### src/rtl/riscv_id_stage_pkg.sv
// Shared definitions for the RV32I decode stage: XLEN, opcode constants, the NOP encoding
// and immediate-format classification.
`ifndef XLEN
`define XLEN 32
`endif

package riscv_id_stage_pkg;

    localparam int XLEN = `XLEN;

    localparam logic [31:0] NOP_INSTR = 32'h0000_0013;

    localparam logic [6:0] OPC_OPIMM  = 7'b0010011;
    localparam logic [6:0] OPC_LOAD   = 7'b0000011;
    localparam logic [6:0] OPC_JALR   = 7'b1100111;
    localparam logic [6:0] OPC_STORE  = 7'b0100011;
    localparam logic [6:0] OPC_BRANCH = 7'b1100011;
    localparam logic [6:0] OPC_LUI    = 7'b0110111;
    localparam logic [6:0] OPC_AUIPC  = 7'b0010111;
    localparam logic [6:0] OPC_JAL    = 7'b1101111;

    typedef enum logic [2:0] {
        IMM_NONE = 3'd0,
        IMM_I    = 3'd1,
        IMM_S    = 3'd2,
        IMM_B    = 3'd3,
        IMM_U    = 3'd4,
        IMM_J    = 3'd5
    } imm_type_e;

    function automatic imm_type_e imm_type(input logic [6:0] opc);
        case (opc)
            OPC_OPIMM, OPC_LOAD, OPC_JALR: imm_type = IMM_I;
            OPC_STORE:                     imm_type = IMM_S;
            OPC_BRANCH:                    imm_type = IMM_B;
            OPC_LUI, OPC_AUIPC:            imm_type = IMM_U;
            OPC_JAL:                       imm_type = IMM_J;
            default:                       imm_type = IMM_NONE;
        endcase
    endfunction

endpackage

### src/rtl/riscv_id_stage_if.sv
// Fetch/write-back inputs and decode outputs of the ID stage; master drives the stage, slave is the stage.
interface riscv_id_stage_if;
    import riscv_id_stage_pkg::*;

    logic            i_StallD;
    logic            i_FlushD;
    logic [31:0]     i_IF_instr;
    logic [XLEN-1:0] i_IF_pc_data;
    logic [XLEN-1:0] i_IF_pc_plus_4_data;
    logic            i_WB_reg_write;
    logic [4:0]      i_WB_rd_addr;
    logic [XLEN-1:0] i_WB_rd_data;

    logic [31:0]     o_ID_instr;
    logic [XLEN-1:0] o_ID_rs1_data;
    logic [XLEN-1:0] o_ID_rs2_data;
    logic [XLEN-1:0] o_ID_pc_data;
    logic [XLEN-1:0] o_ID_pc_plus_4_data;
    logic [4:0]      o_ID_rs1_addr;
    logic [4:0]      o_ID_rs2_addr;
    logic [4:0]      o_ID_rd_addr;
    logic [XLEN-1:0] o_ID_imm;

    modport master (
        output i_StallD, i_FlushD, i_IF_instr, i_IF_pc_data, i_IF_pc_plus_4_data,
               i_WB_reg_write, i_WB_rd_addr, i_WB_rd_data,
        input  o_ID_instr, o_ID_rs1_data, o_ID_rs2_data, o_ID_pc_data, o_ID_pc_plus_4_data,
               o_ID_rs1_addr, o_ID_rs2_addr, o_ID_rd_addr, o_ID_imm
    );

    modport slave (
        input  i_StallD, i_FlushD, i_IF_instr, i_IF_pc_data, i_IF_pc_plus_4_data,
               i_WB_reg_write, i_WB_rd_addr, i_WB_rd_data,
        output o_ID_instr, o_ID_rs1_data, o_ID_rs2_data, o_ID_pc_data, o_ID_pc_plus_4_data,
               o_ID_rs1_addr, o_ID_rs2_addr, o_ID_rd_addr, o_ID_imm
    );
endinterface

### src/rtl/riscv_id_stage_regfile.sv
// 31 x XLEN integer register file with hardwired x0 and two combinational read ports.
// Optional WB write-through on the read ports when RISCV_RF_BYPASS_EN is defined.
module riscv_id_stage_regfile
    import riscv_id_stage_pkg::*;
(
    input  logic            i_clk,
    input  logic            i_rst,
    input  logic            we_s,
    input  logic [4:0]      waddr_s,
    input  logic [XLEN-1:0] wdata_s,
    input  logic [4:0]      raddr1_s,
    input  logic [4:0]      raddr2_s,
    output logic [XLEN-1:0] rdata1_s,
    output logic [XLEN-1:0] rdata2_s
);

    logic [XLEN-1:0] mem_r [1:31];

    function automatic logic [XLEN-1:0] read_port(input logic [4:0] addr, input logic [XLEN-1:0] stored);
        logic [XLEN-1:0] val;
        if (addr == 5'd0) begin
            val = '0;
        end else begin
`ifdef RISCV_RF_BYPASS_EN
            if (we_s && (waddr_s == addr)) begin
                val = wdata_s;
            end else begin
                val = stored;
            end
`else
            val = stored;
`endif
        end
        return val;
    endfunction

    // Storage: async clear on reset, x0 writes dropped.
    always_ff @(posedge i_clk or posedge i_rst) begin
        if (i_rst) begin
            for (int k = 1; k < 32; k++) begin
                mem_r[k] <= '0;
            end
        end else if (we_s && (waddr_s != 5'd0)) begin
            mem_r[waddr_s] <= wdata_s;
        end else begin
            mem_r[1] <= mem_r[1];
        end
    end

    // Read ports.
    always_comb begin
        rdata1_s = '0;
        rdata2_s = '0;
        if (raddr1_s != 5'd0) begin
            rdata1_s = read_port(raddr1_s, mem_r[raddr1_s]);
        end else begin
            rdata1_s = '0;
        end
        if (raddr2_s != 5'd0) begin
            rdata2_s = read_port(raddr2_s, mem_r[raddr2_s]);
        end else begin
            rdata2_s = '0;
        end
    end

endmodule

### src/rtl/riscv_id_stage.sv
// RV32I instruction-decode stage: IF/ID register, register file and inline immediate generator.
// Build option RISCV_RF_BYPASS_EN enables same-cycle WB write-through on register reads.
module riscv_id_stage
    import riscv_id_stage_pkg::*;
#(
    parameter logic [31:0] P_NOP = NOP_INSTR
) (
    input logic         i_clk,
    input logic         i_rst,
    riscv_id_stage_if.slave id_bus
);

    logic [31:0]     instr_r;
    logic [XLEN-1:0] pc_r;
    logic [XLEN-1:0] pc4_r;
    logic [XLEN-1:0] imm_s;

    // IF/ID register: flush beats stall, both yield to reset.
    always_ff @(posedge i_clk or posedge i_rst) begin
        if (i_rst) begin
            instr_r <= P_NOP;
            pc_r    <= '0;
            pc4_r   <= '0;
        end else if (id_bus.i_FlushD) begin
            instr_r <= P_NOP;
            pc_r    <= '0;
            pc4_r   <= '0;
        end else if (!id_bus.i_StallD) begin
            instr_r <= id_bus.i_IF_instr;
            pc_r    <= id_bus.i_IF_pc_data;
            pc4_r   <= id_bus.i_IF_pc_plus_4_data;
        end else begin
            instr_r <= instr_r;
            pc_r    <= pc_r;
            pc4_r   <= pc4_r;
        end
    end

    // Immediate generator on the registered instruction.
    always_comb begin
        imm_s = '0;
        case (imm_type(instr_r[6:0]))
            IMM_I:   imm_s = {{20{instr_r[31]}}, instr_r[31:20]};
            IMM_S:   imm_s = {{20{instr_r[31]}}, instr_r[31:25], instr_r[11:7]};
            IMM_B:   imm_s = {{19{instr_r[31]}}, instr_r[31], instr_r[7], instr_r[30:25], instr_r[11:8], 1'b0};
            IMM_U:   imm_s = {instr_r[31:12], 12'h000};
            IMM_J:   imm_s = {{11{instr_r[31]}}, instr_r[31], instr_r[19:12], instr_r[20], instr_r[30:21], 1'b0};
            default: imm_s = '0;
        endcase
    end

    riscv_id_stage_regfile u_regfile (
        .i_clk    (i_clk),
        .i_rst    (i_rst),
        .we_s     (id_bus.i_WB_reg_write),
        .waddr_s  (id_bus.i_WB_rd_addr),
        .wdata_s  (id_bus.i_WB_rd_data),
        .raddr1_s (instr_r[19:15]),
        .raddr2_s (instr_r[24:20]),
        .rdata1_s (id_bus.o_ID_rs1_data),
        .rdata2_s (id_bus.o_ID_rs2_data)
    );

    assign id_bus.o_ID_instr          = instr_r;
    assign id_bus.o_ID_pc_data        = pc_r;
    assign id_bus.o_ID_pc_plus_4_data = pc4_r;
    assign id_bus.o_ID_rs1_addr       = instr_r[19:15];
    assign id_bus.o_ID_rs2_addr       = instr_r[24:20];
    assign id_bus.o_ID_rd_addr        = instr_r[11:7];
    assign id_bus.o_ID_imm            = imm_s;

endmodule
### src/flat_wrapper.sv
// flat-port wrapper written by rule: the top's interface ports become plain ports
module riscv_id_stage_flat import riscv_id_stage_pkg::*;
#(
    parameter logic [31:0] P_NOP = NOP_INSTR
)
  (i_clk, i_rst, id_bus_i_StallD, id_bus_i_FlushD, id_bus_i_IF_instr, id_bus_i_IF_pc_data, id_bus_i_IF_pc_plus_4_data, id_bus_i_WB_reg_write, id_bus_i_WB_rd_addr, id_bus_i_WB_rd_data, id_bus_o_ID_instr, id_bus_o_ID_rs1_data, id_bus_o_ID_rs2_data, id_bus_o_ID_pc_data, id_bus_o_ID_pc_plus_4_data, id_bus_o_ID_rs1_addr, id_bus_o_ID_rs2_addr, id_bus_o_ID_rd_addr, id_bus_o_ID_imm);
  riscv_id_stage_if id_bus_i ();
  input logic i_clk;
  input logic i_rst;
  input wire logic [$bits(id_bus_i.i_StallD)-1:0] id_bus_i_StallD;
  input wire logic [$bits(id_bus_i.i_FlushD)-1:0] id_bus_i_FlushD;
  input wire logic [$bits(id_bus_i.i_IF_instr)-1:0] id_bus_i_IF_instr;
  input wire logic [$bits(id_bus_i.i_IF_pc_data)-1:0] id_bus_i_IF_pc_data;
  input wire logic [$bits(id_bus_i.i_IF_pc_plus_4_data)-1:0] id_bus_i_IF_pc_plus_4_data;
  input wire logic [$bits(id_bus_i.i_WB_reg_write)-1:0] id_bus_i_WB_reg_write;
  input wire logic [$bits(id_bus_i.i_WB_rd_addr)-1:0] id_bus_i_WB_rd_addr;
  input wire logic [$bits(id_bus_i.i_WB_rd_data)-1:0] id_bus_i_WB_rd_data;
  output wire logic [$bits(id_bus_i.o_ID_instr)-1:0] id_bus_o_ID_instr;
  output wire logic [$bits(id_bus_i.o_ID_rs1_data)-1:0] id_bus_o_ID_rs1_data;
  output wire logic [$bits(id_bus_i.o_ID_rs2_data)-1:0] id_bus_o_ID_rs2_data;
  output wire logic [$bits(id_bus_i.o_ID_pc_data)-1:0] id_bus_o_ID_pc_data;
  output wire logic [$bits(id_bus_i.o_ID_pc_plus_4_data)-1:0] id_bus_o_ID_pc_plus_4_data;
  output wire logic [$bits(id_bus_i.o_ID_rs1_addr)-1:0] id_bus_o_ID_rs1_addr;
  output wire logic [$bits(id_bus_i.o_ID_rs2_addr)-1:0] id_bus_o_ID_rs2_addr;
  output wire logic [$bits(id_bus_i.o_ID_rd_addr)-1:0] id_bus_o_ID_rd_addr;
  output wire logic [$bits(id_bus_i.o_ID_imm)-1:0] id_bus_o_ID_imm;
  assign id_bus_i.i_StallD = id_bus_i_StallD;
  assign id_bus_i.i_FlushD = id_bus_i_FlushD;
  assign id_bus_i.i_IF_instr = id_bus_i_IF_instr;
  assign id_bus_i.i_IF_pc_data = id_bus_i_IF_pc_data;
  assign id_bus_i.i_IF_pc_plus_4_data = id_bus_i_IF_pc_plus_4_data;
  assign id_bus_i.i_WB_reg_write = id_bus_i_WB_reg_write;
  assign id_bus_i.i_WB_rd_addr = id_bus_i_WB_rd_addr;
  assign id_bus_i.i_WB_rd_data = id_bus_i_WB_rd_data;
  assign id_bus_o_ID_instr = id_bus_i.o_ID_instr;
  assign id_bus_o_ID_rs1_data = id_bus_i.o_ID_rs1_data;
  assign id_bus_o_ID_rs2_data = id_bus_i.o_ID_rs2_data;
  assign id_bus_o_ID_pc_data = id_bus_i.o_ID_pc_data;
  assign id_bus_o_ID_pc_plus_4_data = id_bus_i.o_ID_pc_plus_4_data;
  assign id_bus_o_ID_rs1_addr = id_bus_i.o_ID_rs1_addr;
  assign id_bus_o_ID_rs2_addr = id_bus_i.o_ID_rs2_addr;
  assign id_bus_o_ID_rd_addr = id_bus_i.o_ID_rd_addr;
  assign id_bus_o_ID_imm = id_bus_i.o_ID_imm;
  riscv_id_stage #(.P_NOP(P_NOP)) u_core (.i_clk(i_clk), .i_rst(i_rst), .id_bus(id_bus_i));
endmodule
### config.mk
export PLATFORM = sky130hd
export DESIGN_NAME = riscv_id_stage_flat
export DESIGN_NICKNAME = d
export VERILOG_FILES = /design/src/rtl/riscv_id_stage_pkg.sv /design/src/rtl/riscv_id_stage_if.sv /design/src/rtl/riscv_id_stage_regfile.sv /design/src/rtl/riscv_id_stage.sv /design/src/flat_wrapper.sv
export SDC_FILE = /design/constraint.sdc
export NUM_CORES = 2
export LEC_CHECK = 0
export BUFFER_PORTS_ARGS = -buffer_cell sky130_fd_sc_hd__buf_2
export CORE_ASPECT_RATIO = 1.4
export CORE_MARGIN = 8
export CORE_UTILIZATION = 67
export DETAILED_ROUTE_END_ITERATION = 7
export GPL_TIMING_DRIVEN = 0
export PLACE_DENSITY_LB_ADDON = 0.08
export SETUP_SLACK_MARGIN = 0.5
export SLEW_MARGIN = 20
export SYNTH_ARGS = -nofsm -noshare
export SYNTH_HDL_FRONTEND = slang
export SYNTH_HIERARCHICAL = 1
export SYNTH_SLANG_ARGS = --single-unit
### constraint.sdc
create_clock -name i_clk -period 45.5 [get_ports i_clk]
set_clock_uncertainty 0.2 [all_clocks]
set_input_delay 0 -clock i_clk [delete_from_list [all_inputs] [get_ports i_clk]]
set_output_delay 0 -clock i_clk [all_outputs]
set_load 0.005 [all_outputs]
==> metrics list <==
- The congestion estimate from routability-driven global placement came to 1.04.
- The via count of the first global-routing pass is just over 50000.
- Post-place instance area: a little over 0.06 mm²
* Clock sink total: 1088
- STA classifies the critical path endpoint as an output port.
- Clock Path Buffers: 3
- Highest achievable clock rate: around 180 MHz
- Register bit total from synthesis: 1088
- Wire length per cell: ~45 µm
- Number of DRC violations after detailed-routing iteration 0: ~9000
- The cell sitting at the root of the clock tree is a sky130_fd_sc_hd__clkbuf_16.
- Post-cts sizing count: 0
- Clock-pin slew was measured on the worst setup and hold paths at about 0.07 ns.
* Cell with the largest stage delay on the worst path: sky130_fd_sc_hd__nor2_2
* Setup tns final: 0 ns
* Required time of the critical path: about 45 ns
* Path type of the worst min-delay path: in2reg
- The worst pin sits at a relative slew slack of approximately 4.7%.
- Nets: just over 5000
- # DRC: 60
* Largest driver fanout on the critical path: 10
- The post-route netlist has 42.9% of its cells at a drive strength greater than 1.
- Number of placed I/O pins: about 350
- IR analysis of the VDD net gives a maximum drop of between 30 and 40 µV.
* Number of antenna violations at the first check in global routing: 16
- First-pass GRT wire length: roughly 390000 µm
* Input/output buffers: 342
- The flow ran to the end, but the final reports show violations.
* Total wire length: about 280000 µm
* Worst setup path class: reg2out
- Initial Utilization: 67.6%
- The floorplan step defined a core boundary enclosing about 0.086 mm².
* Arrival time of the worst setup path: 5.36 ns
- Number of enable flip-flop cells after synthesis: 0
- Largest net degree at the start of global routing: 109
* Total number of yosys warnings: 6
- Each instance of the synthesized netlist takes up on average about 14 µm².
- The clock tree synthesis step divided the H-tree into 3 levels.
* TritonCTS clock tree: built
* Area taken by flip-flops and latches: ~0.027 mm²
* Hold Fails Final Rpt: 0
* Register area share after synthesis: approximately 47%
- The final reports fail on DRC.
- Number of core rows: roughly 130
- Predominant post-synthesis flop cell: sky130_fd_sc_hd__dfrtp_1
- Setup repair after global routing left no endpoint under its margin.
* Number of buffers created by CTS: around 100
- After global routing the overflow that remains totals 0.
- The total count of max-transition violations in the final report came to 0.
- Counting flops with an async set or reset pin after synthesis yields a share of 100%.
* Drt first pass iters: 8
- Cell count after synthesis: about 4200
- The number of nets in the synthesized netlist is approximately 4300.
- The mapped netlist covers between 0.05 and 0.06 mm².
* Delay of the slowest cell on the worst path: between 0.9 and 1 ns
* Number of vias in the routed layout: between 40000 and 50000
* Drt via density: between 8 and 9
* Total power divided by cell area: around 42 mW/mm²
* Buffers plus inverters on the worst setup path: 5
- The clock reaches the later pin of the worst-skew pair after approximately 0.7 ns.
* Layout area overhead: 18.9%
* Number of fill cells: about 4600
- DPL Wire Length: 171000 µm
- Global routing used approximately 57% of the available tracks.
- Die width: approximately 260 µm
* Area occupied by multi-input gates: approximately 0.028 mm²
- Kind of start point of the critical path: register
- The analysis attributes to cell leakage a power of just over 30 nW.
* Final antenna-violating net count: 0
- Final critical-path required period: roughly 5.6 ns
- Traced cell by cell, the critical path runs through buf_4, buf_4, buf_6, nor2_2, nand2_1, buf_2, nor2_1, nor4_1, buf_2.
* Floorplan die area: 0.0962 mm²
- Post-route clock period utilization: 12.2%
- Once layout is complete, the utilization of the core stands at about four fifths.
- Number of violations of the max-capacitance limit: 0
- Buffers added to address setup during post-CTS repair amount to 0.
- The kind of cell with the highest combined delay along the critical path is simple AND/OR/NAND/NOR gates.
- Post-synthesis cell type count: 73
- Transition time at the pin with the least slew margin: ~1.4 ns
* Die Ht: about 360 µm
- Cell area after layout: roughly 0.069 mm²
* Number of setup violations in the final report: 0
==> routing by layer <==
layer | vias up | global-route usage (%) | wire (µm)
met5 | - | 4.55 | 551
met4 | 22 | 56.9 | 37900
met3 | 2214 | 30.6 | 44000
met2 | 5532 | 80.3 | 113000
met1 | 24400 | 60.2 | 81800
li1 | 17600 | - | -
==> power breakdown <==
group,internal (mW),leakage (nW),switching (mW)
logic,0.338,15.1,0.334
registers,1.15,13.9,0.164
clock network,0.526,1.76,0.404
total,2.01,30.8,0.903
==> state kept, by name, indices dropped and copies added, names as in the netlist <==
signal,flops
u_core/id_bus.o_ID_pc_plus_4_data,32
u_core/u_regfile/mem_r,992
u_core/id_bus.o_ID_pc_data,32
u_core/id_bus.o_ID_instr,32
==> per-stage QoR <==
step | cells | power, mW | setup WS [ns] | hold WS [ns]
after CTS | 6186 | 2.83 | 40.41 | 0.00384
after floorplan | 4167 | 1.67 | 17.39 | -0.0653
after global placement | 5605 | 1.87 | 6.81 | 0.0361
after global routing | 6190 | 2.96 | 40.37 | 0.0666
final | 6203 | 2.91 | 39.94 | 0.0674
after detailed placement | 5618 | 1.90 | 41.16 | -0.201
==> cell families (layout without fill, tap and decap cells) <==
logic type | Yosys count | after routing | share of synthesized area (%)
buf+inv | 446 | 1371 | 4.10
other cells | 0 | 15 | 0
mux | 1814 | 1814 | 39.7
flops | 1088 | 1088 | 47.0
compound gates | 433 | 433 | 5.83
simple gates | 386 | 386 | 3.33
==> path summary, 6_finish.rpt <==
path	start	end	slack (ns)	depth (start not counted)
hold / removal	id_bus_i_WB_rd_data[25]	u_core/u_regfile/mem_r[377]	0.07	3
hold reg to reg	u_core/u_regfile/mem_r[812]	u_core/u_regfile/mem_r[812]	0.33	1
setup / recovery	u_core/id_bus.o_ID_instr[20]	id_bus_o_ID_rs2_data[20]	39.94	9
min in group asynchronous	i_rst	u_core/id_bus.o_ID_pc_plus_4_data[16]	0.33	4
max in group asynchronous	i_rst	u_core/u_regfile/mem_r[853]	42.45	8
setup reg to reg	u_core/id_bus.o_ID_instr[21]	u_core/id_bus.o_ID_instr[21]	42.82	4
==> worst min-delay path: stages <==
cell and delay [ns]:
sky130_fd_sc_hd__dlygate4sd3_1 0.57, sky130_fd_sc_hd__buf_2 0.19, sky130_fd_sc_hd__mux2_2 0.17
==> synth_stat cells, drive strengths merged (8+ instances only) <==
cell	instances	share of area, %
nand3b	8	0.10
nand3	22	0.19
a222oi	11	0.19
a32o	9	0.16
nor2b	14	0.15
mux2i	454	7.8
nand2	94	0.61
a2111o	9	0.18
nor4	43	0.46
dfrtp	1085	47
a21o	19	0.27
mux4	276	11
o211ai	26	0.34
a221o	32	0.55
a21oi	39	0.34
o22ai	56	0.60
nor3b	9	0.14
o211a	24	0.41
mux2	1084	21
a22oi	164	2.1
o221ai	11	0.17
nor2	144	1.0
and2	11	0.12
buf	284	3.0
a221oi	10	0.17
clkbuf	156	1.0
nand4	9	0.097
==> layout make-up <==
type                       instances  share of cell area [%]
antenna                           15                  0.0545
tap                             1096                    1.99
timing repair buffer             740                    8.56
multi-input combinational       2633                    41.1
inverter                           6                  0.0509
clock buffer                     142                    4.32
sequential                      1088                    39.5
buffer                           440                    3.49
clock inverter                    43                   0.856
==> cell usage in the layout (no fill, tap or decap), drive strengths merged, types with 10 or more instances in the layout <==
cell type    netlist  layout
a21o              19      19
a21oi             39      39
a221o             32      32
a221oi            10      10
a222oi            11      11
a22oi            164     164
and2              11      11
buf              284     636
bufinv             0      12
clkbuf           156     303
clkinv             0      26
dfrtp           1085    1085
diode              0      15
dlygate4sd3        0     383
mux2            1084    1084
mux2i            454     454
mux4             276     276
nand2             94      94
nand3             22      22
nor2             144     144
nor2b             14      14
nor4              43      43
o211a             24      24
o211ai            26      26
o221ai            11      11
o22ai             56      56
==> timing repair <==
action | CTS | global route
setup endpoints to repair | 0 | 0
endpoints found under the hold margin | 1350 | 0
hold buffers | 383 | 0
No activity file was read; power rests on OpenSTA's default activity.
